$ cat src/rtl/alu_rr_scheduler.sv
// Round-robin scheduler sharing one combinational ALU between two requesters.
// Define ALU_TWO_CYCLE_EN to stretch EXEC to two cycles for a registered/slower ALU.
//
// state | meaning
// IDLE  | arbitrating; o_req_ready asserted for the granted valid requester
// EXEC  | ALU settling on registered operands
// RESP  | response held until the consumer accepts it
module alu_rr_scheduler #(
  parameter int NB_DATA = 8,
  parameter int NB_OP   = 6
) (
  input  logic               clock,
  input  logic               i_rst,
  input  logic [1:0]         i_req_valid,
  output logic [1:0]         o_req_ready,
  input  logic [NB_DATA-1:0] i_req0_data_a,
  input  logic [NB_DATA-1:0] i_req0_data_b,
  input  logic [NB_OP-1:0]   i_req0_op,
  input  logic [NB_DATA-1:0] i_req1_data_a,
  input  logic [NB_DATA-1:0] i_req1_data_b,
  input  logic [NB_OP-1:0]   i_req1_op,
  output logic [NB_DATA-1:0] o_alu_data_a,
  output logic [NB_DATA-1:0] o_alu_data_b,
  output logic [NB_OP-1:0]   o_alu_op,
  input  logic [NB_DATA-1:0] i_alu_result,
  input  logic               i_alu_zero,
  input  logic               i_alu_carry,
  output logic               o_rsp_valid,
  input  logic               i_rsp_ready,
  output logic               o_rsp_id,
  output logic [NB_DATA-1:0] o_rsp_result,
  output logic               o_rsp_zero,
  output logic               o_rsp_carry,
  output logic               o_busy
);

  typedef enum logic [1:0] {IDLE, EXEC, RESP} state_t;

  state_t state;
  logic   last_grant;
  logic   grant;
  logic   req_id;
  logic   handshake;
  logic   exec_done;

`ifdef ALU_TWO_CYCLE_EN
  logic   exec_cnt;
  assign exec_done = (exec_cnt == 1'b0);
`else
  assign exec_done = 1'b1;
`endif

  // On contention the requester that did not win last time gets the grant.
  always_comb begin
    grant = i_req_valid[1];
    if (&i_req_valid) grant = ~last_grant;
  end

  assign o_req_ready = (state == IDLE) ? (i_req_valid & {grant, ~grant}) : 2'b00;
  assign handshake   = |o_req_ready;
  assign o_busy      = (state != IDLE);

  always_ff @(posedge clock) begin
    if (i_rst) begin
      state        <= IDLE;
      last_grant   <= 1'b1;
      req_id       <= 1'b0;
      o_alu_data_a <= '0;
      o_alu_data_b <= '0;
      o_alu_op     <= '0;
      o_rsp_valid  <= 1'b0;
      o_rsp_id     <= 1'b0;
      o_rsp_result <= '0;
      o_rsp_zero   <= 1'b0;
      o_rsp_carry  <= 1'b0;
`ifdef ALU_TWO_CYCLE_EN
      exec_cnt     <= 1'b0;
`endif
    end else begin
      case (state)
        IDLE: begin
          if (handshake) begin
            o_alu_data_a <= grant ? i_req1_data_a : i_req0_data_a;
            o_alu_data_b <= grant ? i_req1_data_b : i_req0_data_b;
            o_alu_op     <= grant ? i_req1_op     : i_req0_op;
            req_id       <= grant;
            last_grant   <= grant;
            state        <= EXEC;
`ifdef ALU_TWO_CYCLE_EN
            exec_cnt     <= 1'b1;
`endif
          end
        end
        EXEC: begin
          if (exec_done) begin
            o_rsp_result <= i_alu_result;
            o_rsp_zero   <= i_alu_zero;
            o_rsp_carry  <= i_alu_carry;
            o_rsp_id     <= req_id;
            o_rsp_valid  <= 1'b1;
            state        <= RESP;
          end
`ifdef ALU_TWO_CYCLE_EN
          else begin
            exec_cnt <= exec_cnt - 1'b1;
          end
`endif
        end
        RESP: begin
          if (i_rsp_ready) begin
            o_rsp_valid <= 1'b0;
            state       <= IDLE;
          end
        end
        default: state <= IDLE;
      endcase
    end
  end

endmodule

$ cat config.mk
export PLATFORM = sky130hd
export DESIGN_NAME = alu_rr_scheduler
export DESIGN_NICKNAME = d
export VERILOG_FILES = /design/src/rtl/alu_rr_scheduler.sv
export SDC_FILE = /design/constraint.sdc
export NUM_CORES = 1
export LEC_CHECK = 0
export ABC_AREA = 1
export BUFFER_PORTS_ARGS = -buffer_cell sky130_fd_sc_hd__buf_2
export CAP_MARGIN = 20
export CORE_MARGIN = 8
export CORE_UTILIZATION = 30
export CTS_BUF_LIST = sky130_fd_sc_hd__clkbuf_16
export DETAILED_ROUTE_END_ITERATION = 8
export GPL_ROUTABILITY_DRIVEN = 0
export PLACE_DENSITY_LB_ADDON = 0.1
export SYNTH_ARGS = -nofsm -noshare
export SYNTH_HDL_FRONTEND = slang
export SYNTH_SLANG_ARGS = --single-unit
$ cat constraint.sdc
create_clock -name clock -period 1.1 [get_ports clock]
set_input_delay 0.11 -clock clock [delete_from_list [all_inputs] [get_ports clock]]
set_output_delay 0.11 -clock clock [all_outputs]
set_load 0.01 [all_outputs]
Yosys cells after proc, flatten, opt, wreduce, memory -nomap -nowiden --
Cells that the tools add are included.
Storage, ports and cells: logic and storage cells 36, register bits 38, output and inout bits 37
Cells by class: bitwise gates (word level) 3, multiplexer cells 10, equality and inequality tests 4, reduce and logical (&&, ||, !) cells 8
Operators with widths (number):
- $mux W8 | 2
- $reduce_and A2 Y1 | 4
- $mux W2 | 3
- $mux W6 | 1
- $pmux W2 S3 | 1
- $ne A2 B2 Y1 const B | 2
- $reduce_bool A2 Y1 | 2
- $and A2 B2 Y2 | 1
- $eq A2 B1 Y1 const B | 1
- $eq A2 B2 Y1 const B | 1
- $logic_not A2 Y1 | 1
- $mux W1 | 2
- $not A1 Y1 | 2
- $pmux W1 S2 | 1
- $reduce_or A2 Y1 | 1

Logic depth before layout (Yosys ltp) --
Gate-level depths: netlist (run 1).
depth after elaboration 8, depth in mapped cells 7, mapped depth without buffers 6

Worst setup path after synthesis (run 1) --
OpenSTA, ideal clock, no wires.
path kind reg2reg, start point register state[0], end point register o_alu_data_a[0], clock period less this slack 1180 ps, arrival 1069 ps, stages on the path, launching flop included 8, slack -80 ps, required time 989 ps, cell sequence dfxtp_1 inv_1 nand2_1 nor2_2 nor2_4 buf_4 nor2_1 nor2_1
On the way: longest elaborated chain between the ends 4
Ends and longest elaborated chain:
- start, declared | RTL line 39 | state_t state;
- start signal, assigned | RTL line 65 | state <= IDLE;
- start signal, assigned | RTL line 88 | state <= EXEC;
- start signal, assigned | RTL line 101 | state <= RESP;
- $logic_not A2 Y1 | RTL line 59 | assign o_req_ready = (state == IDLE) ? (i_req_valid & {grant, ~grant}) : 2'b00;
- $mux W2 | RTL line 59
- named net o_req_ready[1] | RTL line 15 | output logic [1:0] o_req_ready,
- $reduce_or A2 Y1 | RTL line 60 | assign handshake = |o_req_ready;
- $reduce_and A2 Y1 (no line)
- end signal, assigned | RTL line 83 | o_alu_data_a <= grant ? i_req1_data_a : i_req0_data_a;
- end, declared | RTL line 22 | output logic [NB_DATA-1:0] o_alu_data_a,
The timed path passes the listed nets, and every way through them passes these cells. A chain may end at the register's enable or synchronous reset.

Worst setup path after layout (run 1) --
start point register state[1], end point output o_req_ready[1]
On the way: longest elaborated chain between the ends 2
Ends and longest elaborated chain (RTL line):
- $logic_not A2 Y1 | 59
- $mux W2 | 59
- end, declared | 15
No other way between the ends.

==> results.md, run 1 <==
- The library cells used most frequently in the layout, excluding fill and tap cells, are buf_2, nand2_1, nor2_1, nand3_1, dfxtp_1.
- Summed over all layers, the global routing overflow is 0.
- Across all layers, the routed design uses ~2100 vias.
- The worst clock skew is 0.00347 ns.
- The static leakage is 1.62 nW.
- The register bit count reported by yosys is 38.
- For this run, the register share of the synthesized area comes to 41.5%.
- In this run, distinct cell masters in the synthesized netlist total 17.
- The worst supply voltage drop on vdd is 1.07 mV.
- The H-tree was split into 2 levels.
- After layout, the worst setup slack is -0.127 ns.
- The peak fanout along the critical path is 3.
- STA puts the critical path data arrival time at 1.12 ns.
- Setup repair after global routing could not meet its margin everywhere.
- The time the worst path needs with I/O delays and setup is 1.23 ns.
- The routed via count divided by cell count is 4.46.
- Data on the critical path is required at its endpoint by 0.99 ns.
- The relative area change from synthesis to final layout is 64.2%.
- The timing-limited maximum frequency is 815 MHz.
- The remaining max-slew budget at the tightest pin is a little under nine tenths.
- TritonCTS built the clock tree.
- The first TritonRoute pass finished after 4 iterations.
- The fraction of final layout cells sized beyond drive strength 1 is a little over two fifths.
- The starting density of the core is 30.9%.
- Setup violations remaining at the end of the flow were counted as 27.
- The number of antenna-violating nets in the routed design is 0.
- The synthesized netlist occupies a cell area of 0.00183 sq mm.
- The via count of the first global-routing pass is ~2100.
- The class of the most critical setup path is reg2out.
- The clock tree root buffer cell is clkbuf_16.
- The number of nets in the synthesized netlist is 350.
- The flow ran to the end, but the final reports show violations.
- The initial antenna violation count was 0.
- At the end of the flow, the number of nets in the layout was roughly 460.
- Counting the buffers created by CTS gives 5.
- The die covers 0.00886 sq mm.
- The count of buffers inserted at the top-level ports is 95.
- Summed over all nets, the half-perimeter wirelength after detailed placement is 4.52 mm.
- For the pin with the worst max-slew slack, the measured transition is 0.210 ns.
- After detailed routing, the average wire length per cell comes to 13.1 microns.
- The chip height is 94.1 microns.
- The element type at the critical path start is a register.
- The number of antenna diodes in the final layout is 0.
- Dividing total power by cell area gives a power density of 1550 mW/mm^2.
- The final reports fail on setup timing.
- The utilization after layout is between 50% and 60%.
- In this run the horizontal extent of the chip is 94.1 microns.
- The final layout contains routed wiring with a total length of 6.27 mm.
- The cell row count is 28.
- The share of the cycle needed by the critical path after routing is 112%.
- The library cell used most frequently in the layout, excluding fill and tap cells, is buf_2.
- The floorplan step defined a core boundary enclosing a little under 0.006 sq mm.
- The source-to-sink clock delay at the later pin of the worst-skew pair is 0.28 ns.
- The total placed cells including tap cells is 460.
- The category of the worst setup path capture point is a primary output.
- The post-route non-filler standard cell count is 478.
- The number of violations reported at the end of detailed-routing iteration 0 is a little over 90.
- The global-route wire length before repair is between 9 and 10 mm.
- The final max-slew violation count came to 0.
- Averaged over all synthesized cells, the footprint is 6.29 sq um.
- In this run the deepest clock path goes through 2 buffers.
- The hold violation count in the final report was 0.
- The clock drives 38 sinks.
- Global routing used 13.7% of the available tracks.
- Clock-pin slew was measured on the worst setup and hold paths at around 0.060 ns.
- The synthesized instance count is just under 300.
- The maximum number of pins on one net before global-route repair is 21.
- The number of top-level pins is 96.
- The number of warnings issued by yosys is 0.
- The tightest min-delay check is of the in2reg type.
- The number of maximum-capacitance constraint violations is 0.
- In the routed design, unresolved DRC markers number 0.
cell families (layout without fill, tap and decap cells):
kind of cell	Yosys count	count (layout)	share of synthesized area, %
and+or+nand+nor	192	192	44.0
buffers and inverters	46	158	10.4
DFF	38	38	41.5
AOI/OAI and AO/OA	15	15	4.10
worst paths after layout:
path                    startpoint                           end  slack [ns]  cells past startpoint
max          state[1]$_SDFFE_PP0P_                o_req_ready[1]       -0.13                      5
min                          i_rst         state[1]$_SDFFE_PP0P_        0.02                      2
max reg2reg  state[1]$_SDFFE_PP0P_  o_alu_data_b[1]$_SDFFE_PP0P_       -0.10                      8
min reg2reg    req_id$_SDFFE_PP0P_           req_id$_SDFFE_PP0P_        0.46                      2
registers in the layout (all words and copies together) (netlist names), 2 cells and up:
register and flops:
o_alu_data_a 8, o_rsp_result 8, state 2, o_alu_op 6, o_alu_data_b 8
area by class of cell:
class / instances / area, sq um
fill: 627 / 2910
multi-input combinational: 207 / 1070
timing repair buffer: 122 / 792
inverter: 28 / 113
clock buffer: 5 / 125
clock inverter: 3 / 45.0
sequential: 38 / 769
tap: 75 / 93.8
per-layer routing:
metal / vias to the layer above / GRT usage (%) / part of all wire (%)
met5: - / 0 / 0
met4: 0 / 3.96 / 1.6
met3: 7 / 4.96 / 8.2
met2: 62 / 23.1 / 48
met1: 940 / 15.8 / 42
li1: 1123 / - / -
stage by stage:
stage	hold slack [ns]	TNS (ns)	total power [mW]	instance area, sq um	setup WS [ns]
2_1_floorplan	0.179	-0.0720	2.29	1840	-0.00379
3_3_place_gp	0.318	-0.538	2.76	2480	-0.0413
5_1_grt	0.0307	-5.14	4.96	3010	-0.186
6_report	0.0169	-2.21	4.66	3010	-0.127
3_5_place_dp	0.319	-0.600	2.77	2480	-0.0443
4_1_cts	0.0123	-2.13	4.49	2740	-0.0972
critical path, cell delays in order (launching register included):
cell,delay (ns)
dfxtp_4,0.36
buf_6,0.12
inv_4,0.05
nand2_4,0.05
nor2_4,0.14
buf_6,0.12
cells in the mapped netlist:
cell,number,area [sq um]
a21oi_1,3,15.0
buf_1,1,3.75
buf_2,8,40.0
buf_4,2,15.0
clkbuf_1,7,26.3
dfxtp_1,38,761
inv_1,27,101
inv_2,1,3.75
nand2_1,69,259
nand2_2,3,18.8
nand3_1,46,230
nand3_2,1,10.0
nor2_1,69,259
nor2_2,2,12.5
nor2_4,1,11.3
nor3_1,1,5.00
o21ai_0,12,60.1
timing repair:
item	in CTS	in global routing
setup buffers	6	1
cloned	0	4
resized for setup	13	60
pin swaps	4	17
hold buffers	0	0
setup endpoints to repair	25	40
where the power goes:
| group | total, mW | switching (mW) | internal, mW |
|---|---|---|---|
| Combinational | 1.40 | 0.760 | 0.641 |
| Clock | 1.64 | 0.567 | 1.07 |
| Sequential | 1.63 | 0.0833 | 1.54 |
| Total | 4.66 | 1.41 | 3.25 |
No activity file was read; power rests on OpenSTA's default activity.
==> inputs of run 2 (changes only) <==
--- a/config.mk
+++ b/config.mk
@@ -14,6 +14,7 @@
 export DETAILED_ROUTE_END_ITERATION = 8
 export GPL_ROUTABILITY_DRIVEN = 0
 export PLACE_DENSITY_LB_ADDON = 0.1
+export RECOVER_POWER = 25
 export SYNTH_ARGS = -nofsm -noshare
 export SYNTH_HDL_FRONTEND = slang
 export SYNTH_SLANG_ARGS = --single-unit
==> run 2 against run 1 <==
The flow still finishes with violations (setup timing). Setup slack got worse by 0.0038 ns. Sequential share of layout area increased by 0.085 points. Total power decreased by 0.25%. Clock skew about the same. Flip-flop and latch count unchanged. Via count decreased by 0.42%. Non-clock buffer count unchanged. Cell area decreased by 0.33%. Sequential power about the same. Critical path type unchanged. Critical endpoint unchanged. Largest cell class unchanged.
==> results.md, run 2 (synthesized netlist as in run 1, its figures left out) <==
- The total clock buffers created by CTS was 5 (unchanged).
- The static leakage is 1.59 nW (-1.9%).
- The number of violations reported at the end of detailed-routing iteration 0 is 106 (+15%).
- The count of buffers inserted at the top-level ports is 95 (unchanged).
- The overall track demand over capacity in global routing was 13.7% (unchanged).
- The number of nets in the final layout was 461 (unchanged).
- The number of sinks on the clock net came to 38 (unchanged).
- The number of maximum-capacitance constraint violations is 0 (unchanged).
- The initial antenna violation count is 0 (unchanged).
- The CTS tree is yes.
- The core area is 0.00592 sq mm (unchanged).
- The source-to-sink clock delay at the later pin of the worst-skew pair was 0.28 ns (about the same).
- The clock-pin slew reported for the worst setup and hold paths after clock tree synthesis is 0.06 ns (about the same).
- The final setup TNS came to -2.22 ns (-0.0121 ns).
- The worst-case setup margin in the final layout was -0.131 ns (-0.00379 ns).
- On the critical path, the stage with the largest delay is an instance of dfxtp_4.
- The met1 track utilization from global routing is 15.8% (unchanged).
- The critical path's largest stage delay is 0.36 ns (about the same).
- The final max-slew violation count is 0 (unchanged).
- The flow ran to the end, but the final reports show violations.
- The path type of the worst min-delay path is in2reg.
- The width of the die came to 94.1 microns (unchanged).
- The most common cell after layout, fill and taps aside is buf_2.
- The routed via count divided by cell count is 4.44 (-0.42%).
- The library cell appearing most often on the critical path is buf_6.
- The critical path in this run is classified as reg2out.
- The worst clock skew is 0.00353 ns (+0.0000685 ns).
- The utilization after layout is 50.6% (-0.17 points).
- The number of buffers added to fix hold violations after cts is 0 (unchanged).
- The share of the cycle needed by the critical path after routing was 112% (+0.34 points).
- The global-route met2 utilization came to 23.1% (unchanged).
- The tree is rooted in a clkbuf_16.
- The number of antenna-violating nets in the routed design came to 0 (unchanged).
- The number of iterations in the first detailed-routing pass is 4 (unchanged).
- The total power density per cell area was 1550 mW/mm^2 (about the same).
- The detailed-route wire length came to 6.26 mm (-0.14%).
- Setup repair after global routing could not meet its margin everywhere.
- The data required time at the worst endpoint was 0.99 ns (about the same).
- The worst path arrival time is 1.12 ns (about the same).
- The total placed cells including tap cells came to 460 (unchanged).
- The final reports fail on setup timing.
- The timing-limited maximum frequency is 813 MHz (-0.31%).
- In the layout the commonest cells are buf_2, nand2_1, nor2_1, nand3_1, dfxtp_1.
- The peak fanout along the critical path is 3 (unchanged).
- The maximum number of pins on one net before global-route repair is 21 (unchanged).
- STA classifies the critical path endpoint as a primary output.
- The hold violation count in the final report came to 0 (unchanged).
- The transition time at the pin with the least slew margin is 0.210 ns (unchanged).
- The overall die area is 0.00886 sq mm (unchanged).
- The pre-CTS worst setup slack was -0.0443 ns (unchanged).
- The via count of the first global-routing pass was 2074 (unchanged).
- The residual DRC count is 0 (unchanged).
- The remaining max-slew budget at the tightest pin is 86.0% (unchanged).
- The largest registers in the layout are o_alu_data_a (8), o_alu_data_b (8), o_rsp_result (8).
- The total number of vias was 2123 (-0.42%).
- The average wire per standard cell is 13.1 microns (-0.14%).
- The post-route non-filler standard cell count is 478 (unchanged).
- The remaining global-route overflow was 0 (unchanged).
- The number of top-level pins is 96 (unchanged).
- The total number of H-tree levels is 2 (unchanged).
- The chip height is 94.1 microns (unchanged).
- The time the worst path needs with I/O delays and setup was 1.23 ns (+0.00379 ns).
- The post-DP HPWL is 4.52 mm (unchanged).
- The starting density of the core came to 30.9% (unchanged).
- The element type at the critical path start is a register.
- The worst supply voltage drop on vdd is 1.07 mV (-0.70%).
- The number of diodes is 0 (unchanged).
- The fraction of final layout cells sized beyond drive strength 1 was 41.7% (-2.0 points).
- The cell row count is 28 (unchanged).
- The global-route wire length before repair is 9.77 mm (unchanged).
- The relative area change from synthesis to final layout is 63.7%.
- The critical path goes through buf_6 -> inv_4 -> nand2_4 -> nor2_4 -> buf_6.
- The number of buffers and inverters on the critical path is 3 (unchanged).
- The gate family responsible for the most delay along the worst path is flip-flops.
- The largest buffer count on any clock path is 2 (unchanged).
- The layer flagged by global routing as most heavily used is met2.
- The global-route met3 utilization is 4.96% (unchanged).
- The number of setup violations in the final report was 27 (unchanged).
- The filler cell count in the final layout is 629 (+0.32%).
## run 2: metal layers
metal	up-vias	share of wire, %
met2	65	48
met3	8	8.1
met5	-	0
li1	1121	-
met1	929	42
met4	0	1.7
## run 2: path summary, 6_finish.rpt
path / end / cells past startpoint / from / slack, ns
min: state[1]$_SDFFE_PP0P_ / 2 / i_rst / 0.02
min reg2reg: req_id$_SDFFE_PP0P_ / 2 / req_id$_SDFFE_PP0P_ / 0.46
max reg2reg: o_alu_data_b[1]$_SDFFE_PP0P_ / 8 / state[1]$_SDFFE_PP0P_ / -0.10
max: o_req_ready[1] / 5 / state[1]$_SDFFE_PP0P_ / -0.13
## run 2: metrics by stage
| stage | hold slack, ns | power [mW] | cell area, sq um |
|---|---|---|---|
| 2_1_floorplan | 0.179 | 2.29 | 1840 |
| 6_report | 0.0170 | 4.65 | 3000 |
| 3_5_place_dp | 0.319 | 2.77 | 2480 |
| 4_1_cts | 0.0123 | 4.49 | 2740 |
| 3_3_place_gp | 0.318 | 2.76 | 2480 |
| 5_1_grt | 0.0307 | 4.96 | 3000 |
## run 2: report_power, final
part           leakage (nW)  internal [mW]  switching [mW]  total, mW
registers             0.316           1.54          0.0841       1.63
clock network        0.0760           1.07           0.565       1.63
logic                  1.20          0.631           0.759       1.39
total                  1.59           3.24            1.41       4.65
## run 2: area by class of cell
class                           count  area (sq um)  share of cell area, %
Clock buffer                        5           125                   4.17
Tap cell                           75          93.8                   3.13
Multi-Input combinational cell    207          1070                   35.7
Inverter                           28           113                   3.76
Clock inverter                      3          45.0                   1.50
Timing Repair Buffer              122           782                   26.1
Sequential cell                    38           769                   25.7
## run 2: timing repair
item,in CTS,in global routing
gates resized for setup,13,60
endpoints found under the setup margin,25,40
gates cloned,0,4
pin swaps,4,17
buffers inserted,6,1
## run 2: worst reg2reg max path, cell delays in order, from the launching register on
cell and delay (ns):
dfxtp_4 0.37, nor2_4 0.05, nand2_4 0.08, buf_6 0.11, inv_4 0.03, nor2_4 0.18, clkbuf_16 0.20, nor2_4 0.03
nor2_1 0.09
==> inputs of run 3 (changes only) <==
--- a/config.mk
+++ b/config.mk
@@ -9,7 +9,7 @@
 export BUFFER_PORTS_ARGS = -buffer_cell sky130_fd_sc_hd__buf_2
 export CAP_MARGIN = 20
 export CORE_MARGIN = 8
-export CORE_UTILIZATION = 30
+export CORE_UTILIZATION = 40
 export CTS_BUF_LIST = sky130_fd_sc_hd__clkbuf_16
 export DETAILED_ROUTE_END_ITERATION = 8
 export GPL_ROUTABILITY_DRIVEN = 0
==> run 3 against run 2 <==
The flow still finishes with violations (setup timing). Register-to-register slack worse by 0.06 ns. Clock power down 18%. Routed wire length down 2.3%. Flip-flop and latch count unchanged. Fmax down 4.7%. Clock skew about the same. Die area down 21%. Setup slack worse by 0.061 ns. Sequential power about the same. Largest cell class unchanged.
==> results.md, run 3 (synthesized netlist as in run 1, its figures left out) <==
- The run finished, with violations left.
- The final reports fail on setup timing.
- The cell with the biggest individual delay on the critical path is dfxtp_4.
- The top cell types in the final layout, fill and taps aside, are buf_2, nor2_1, nand2_1, nand3_1, dfxtp_1.
- The met1 track utilization from global routing was 19.0% (+3.2 points).
- The critical path's largest stage delay is 0.36 ns (about the same).
- The via count of the first global-routing pass is 2181 (+5.2%).
- The fraction of final layout cells sized beyond drive strength 1 is 36.6% (-5.1 points).
- The number of cells on the worst reg-to-reg path is 8 (unchanged).
- The core area is 0.00438 sq mm (-26%).
- Setup repair after global routing could not meet its margin everywhere.
- The number of diodes is 0 (unchanged).
- The largest buffer count on any clock path is 2 (unchanged).
- The gate family responsible for the most delay along the worst path is flip-flops.
- The number of sinks on the clock net is 38 (unchanged).
- The worst clock skew came to 0.00353 ns (-0.00000414 ns).
- The width of the die is 83.7 microns (-11%).
- The count of buffers inserted at the top-level ports is 95 (unchanged).
- The pre-CTS worst setup slack is -0.166 ns (-0.121 ns).
- The average wire per standard cell is 13.6 microns (+3.6%).
- The global-route wire length before repair is 10.1 mm (+3.4%).
- TritonCTS built the clock tree.
- The number of iterations in the first detailed-routing pass was 4 (unchanged).
- The number of violations reported at the end of detailed-routing iteration 0 is 81 (-24%).
- Walking the worst path, the cells encountered are nor2_4 -> nand2_4 -> buf_12 -> a21oi_4 -> buf_6.
- The starting density of the core came to 41.8% (+11 points).
- The number of top-level pins is 96 (unchanged).
- The post-DP HPWL is 4.03 mm (-11%).
- The worst-case setup margin in the final layout is -0.191 ns (-0.0607 ns).
- The relative area change from synthesis to final layout is 53.0%.
- The most common cell after layout, fill and taps aside is buf_2.
- The path type of the worst min-delay path is in2reg.
- The hold path depth is 2 (unchanged).
- The number of setup violations in the final report is 26 (-3.7%).
- The total clock buffers created by CTS was 5 (unchanged).
- The final max-slew violation count is 0 (unchanged).
- The total number of vias is 2134 (+0.52%).
- The cell row count is 24 (-14%).
- The class of the most critical setup path is reg2out.
- The number of cells on the critical path was 5 (unchanged).
- The element type at the critical path start is a register.
- The peak fanout along the critical path is 3 (unchanged).
- The remaining global-route overflow is 0 (unchanged).
- The number of nets in the final layout is 458 (-0.65%).
- The detailed-route wire length is 6.12 mm (-2.3%).
- The residual DRC count is 0 (unchanged).
- The static leakage was 1.52 nW (-4.6%).
- The global-route met2 utilization came to 29.5% (+6.4 points).
- The total power density per cell area came to 1520 mW/mm^2 (-2.3%).
- In this run the most used layer during global routing was met2.
- The data required time at the worst endpoint came to 0.99 ns (about the same).
- The remaining max-slew budget at the tightest pin is 78.1% (-7.8 points).
- Clock tree synthesis selected as its root buffer the cell clkbuf_16.
- The worst hold slack is 0.0286 ns (+0.0116 ns).
- The number of buffers added to fix hold violations after cts is 0 (unchanged).
- The number of maximum-capacitance constraint violations is 0 (unchanged).
- The share of the cycle needed by the critical path after routing came to 117% (+5.5 points).
- The overall track demand over capacity in global routing is 17.2% (+3.5 points).
- The time the worst path needs with I/O delays and setup is 1.29 ns (+0.0607 ns).
- The maximum number of pins on one net before global-route repair came to 25 (+19%).
- The initial antenna violation count is 0 (unchanged).
- The chip height is 83.7 microns (-11%).
- The worst setup path is captured at a primary output.
- The source-to-sink clock delay at the later pin of the worst-skew pair was 0.28 ns (about the same).
- The largest registers in the layout are o_alu_data_a (8), o_alu_data_b (8), o_rsp_result (8).
- The worst path arrival time is 1.18 ns (+0.06 ns).
- The clock-pin slew reported for the worst setup and hold paths after clock tree synthesis is 0.05 ns (about the same).
- The worst supply voltage drop on vdd is 0.720 mV (-32%).
- The timing-limited maximum frequency is 774 MHz (-4.7%).
- The number of buffers and inverters on the critical path is 2 (-1).
- The transition time at the pin with the least slew margin is 0.327 ns (+0.117 ns).
- The global-route met3 utilization is 6.45% (+1.5 points).
- The total number of H-tree levels is 2 (unchanged).
- The hold violation count in the final report is 0 (unchanged).
- The number of antenna-violating nets in the routed design is 0 (unchanged).
- The utilization after layout came to 63.9% (+13 points).
- The routed via count divided by cell count is 4.73 (+6.5%).
- The overall die area came to 0.00700 sq mm (-21%).
run 3: worst reg2reg max path, cell delays in order, from the launching register on:
cell       delay [ns]
dfxtp_4          0.36
nor2_4           0.13
buf_4            0.12
buf_4            0.10
nand3_4          0.08
clkbuf_16        0.19
nand3_1          0.07
nand2_1          0.05
nor2_1           0.11
run 3: power by group:
| group | switching (mW) | leakage [nW] | internal (mW) |
|---|---|---|---|
| clock | 0.513 | 0.0694 | 0.817 |
| sequential | 0.0998 | 0.316 | 1.55 |
| combinational | 0.701 | 1.13 | 0.573 |
run 3: path summary, 6_finish.rpt:
path                                            start                           end  slack, ns
worst max-delay path            state[1]$_SDFFE_PP0P_                o_req_ready[0]      -0.19
worst max register to register  state[1]$_SDFFE_PP0P_  o_alu_data_b[4]$_SDFFE_PP0P_      -0.16
worst min-delay path                            i_rst         state[1]$_SDFFE_PP0P_       0.03
worst min register to register    req_id$_SDFFE_PP0P_           req_id$_SDFFE_PP0P_       0.46
run 3: routing by layer:
metal	part of all wire, %	vias up
met4	1.5	0
met2	48	66
li1	-	1118
met1	43	942
met5	0	-
met3	7.5	8
run 3: what timing repair did:
item                                    4_1_cts  5_1_grt
hold endpoints to repair                      0        0
pin swaps                                     4       21
setup buffers                                 4        2
gates cloned                                  3        1
resized for setup                            22       35
endpoints found under the setup margin       38       39
run 3: final cells by class:
cell class              count  area, sq um
well taps                  52         65.1
clock buffers               5          125
flip-flops and latches     38          769
fillers                   407         1580
multi-input cells         208          996
clock inverters             2         10.0
inverters                  28          110
repair buffers            118          727
run 3: metrics by stage:
stage	instances	setup TNS, ns	power [mW]	area, sq um
final	451	-3.15	4.25	2800
after detailed placement	435	-3.94	2.72	2420
after floorplan	291	-0.0720	2.29	1840
after CTS	449	-2.23	4.20	2700
after global placement	435	-3.10	2.70	2420
after global routing	451	-5.40	4.50	2800
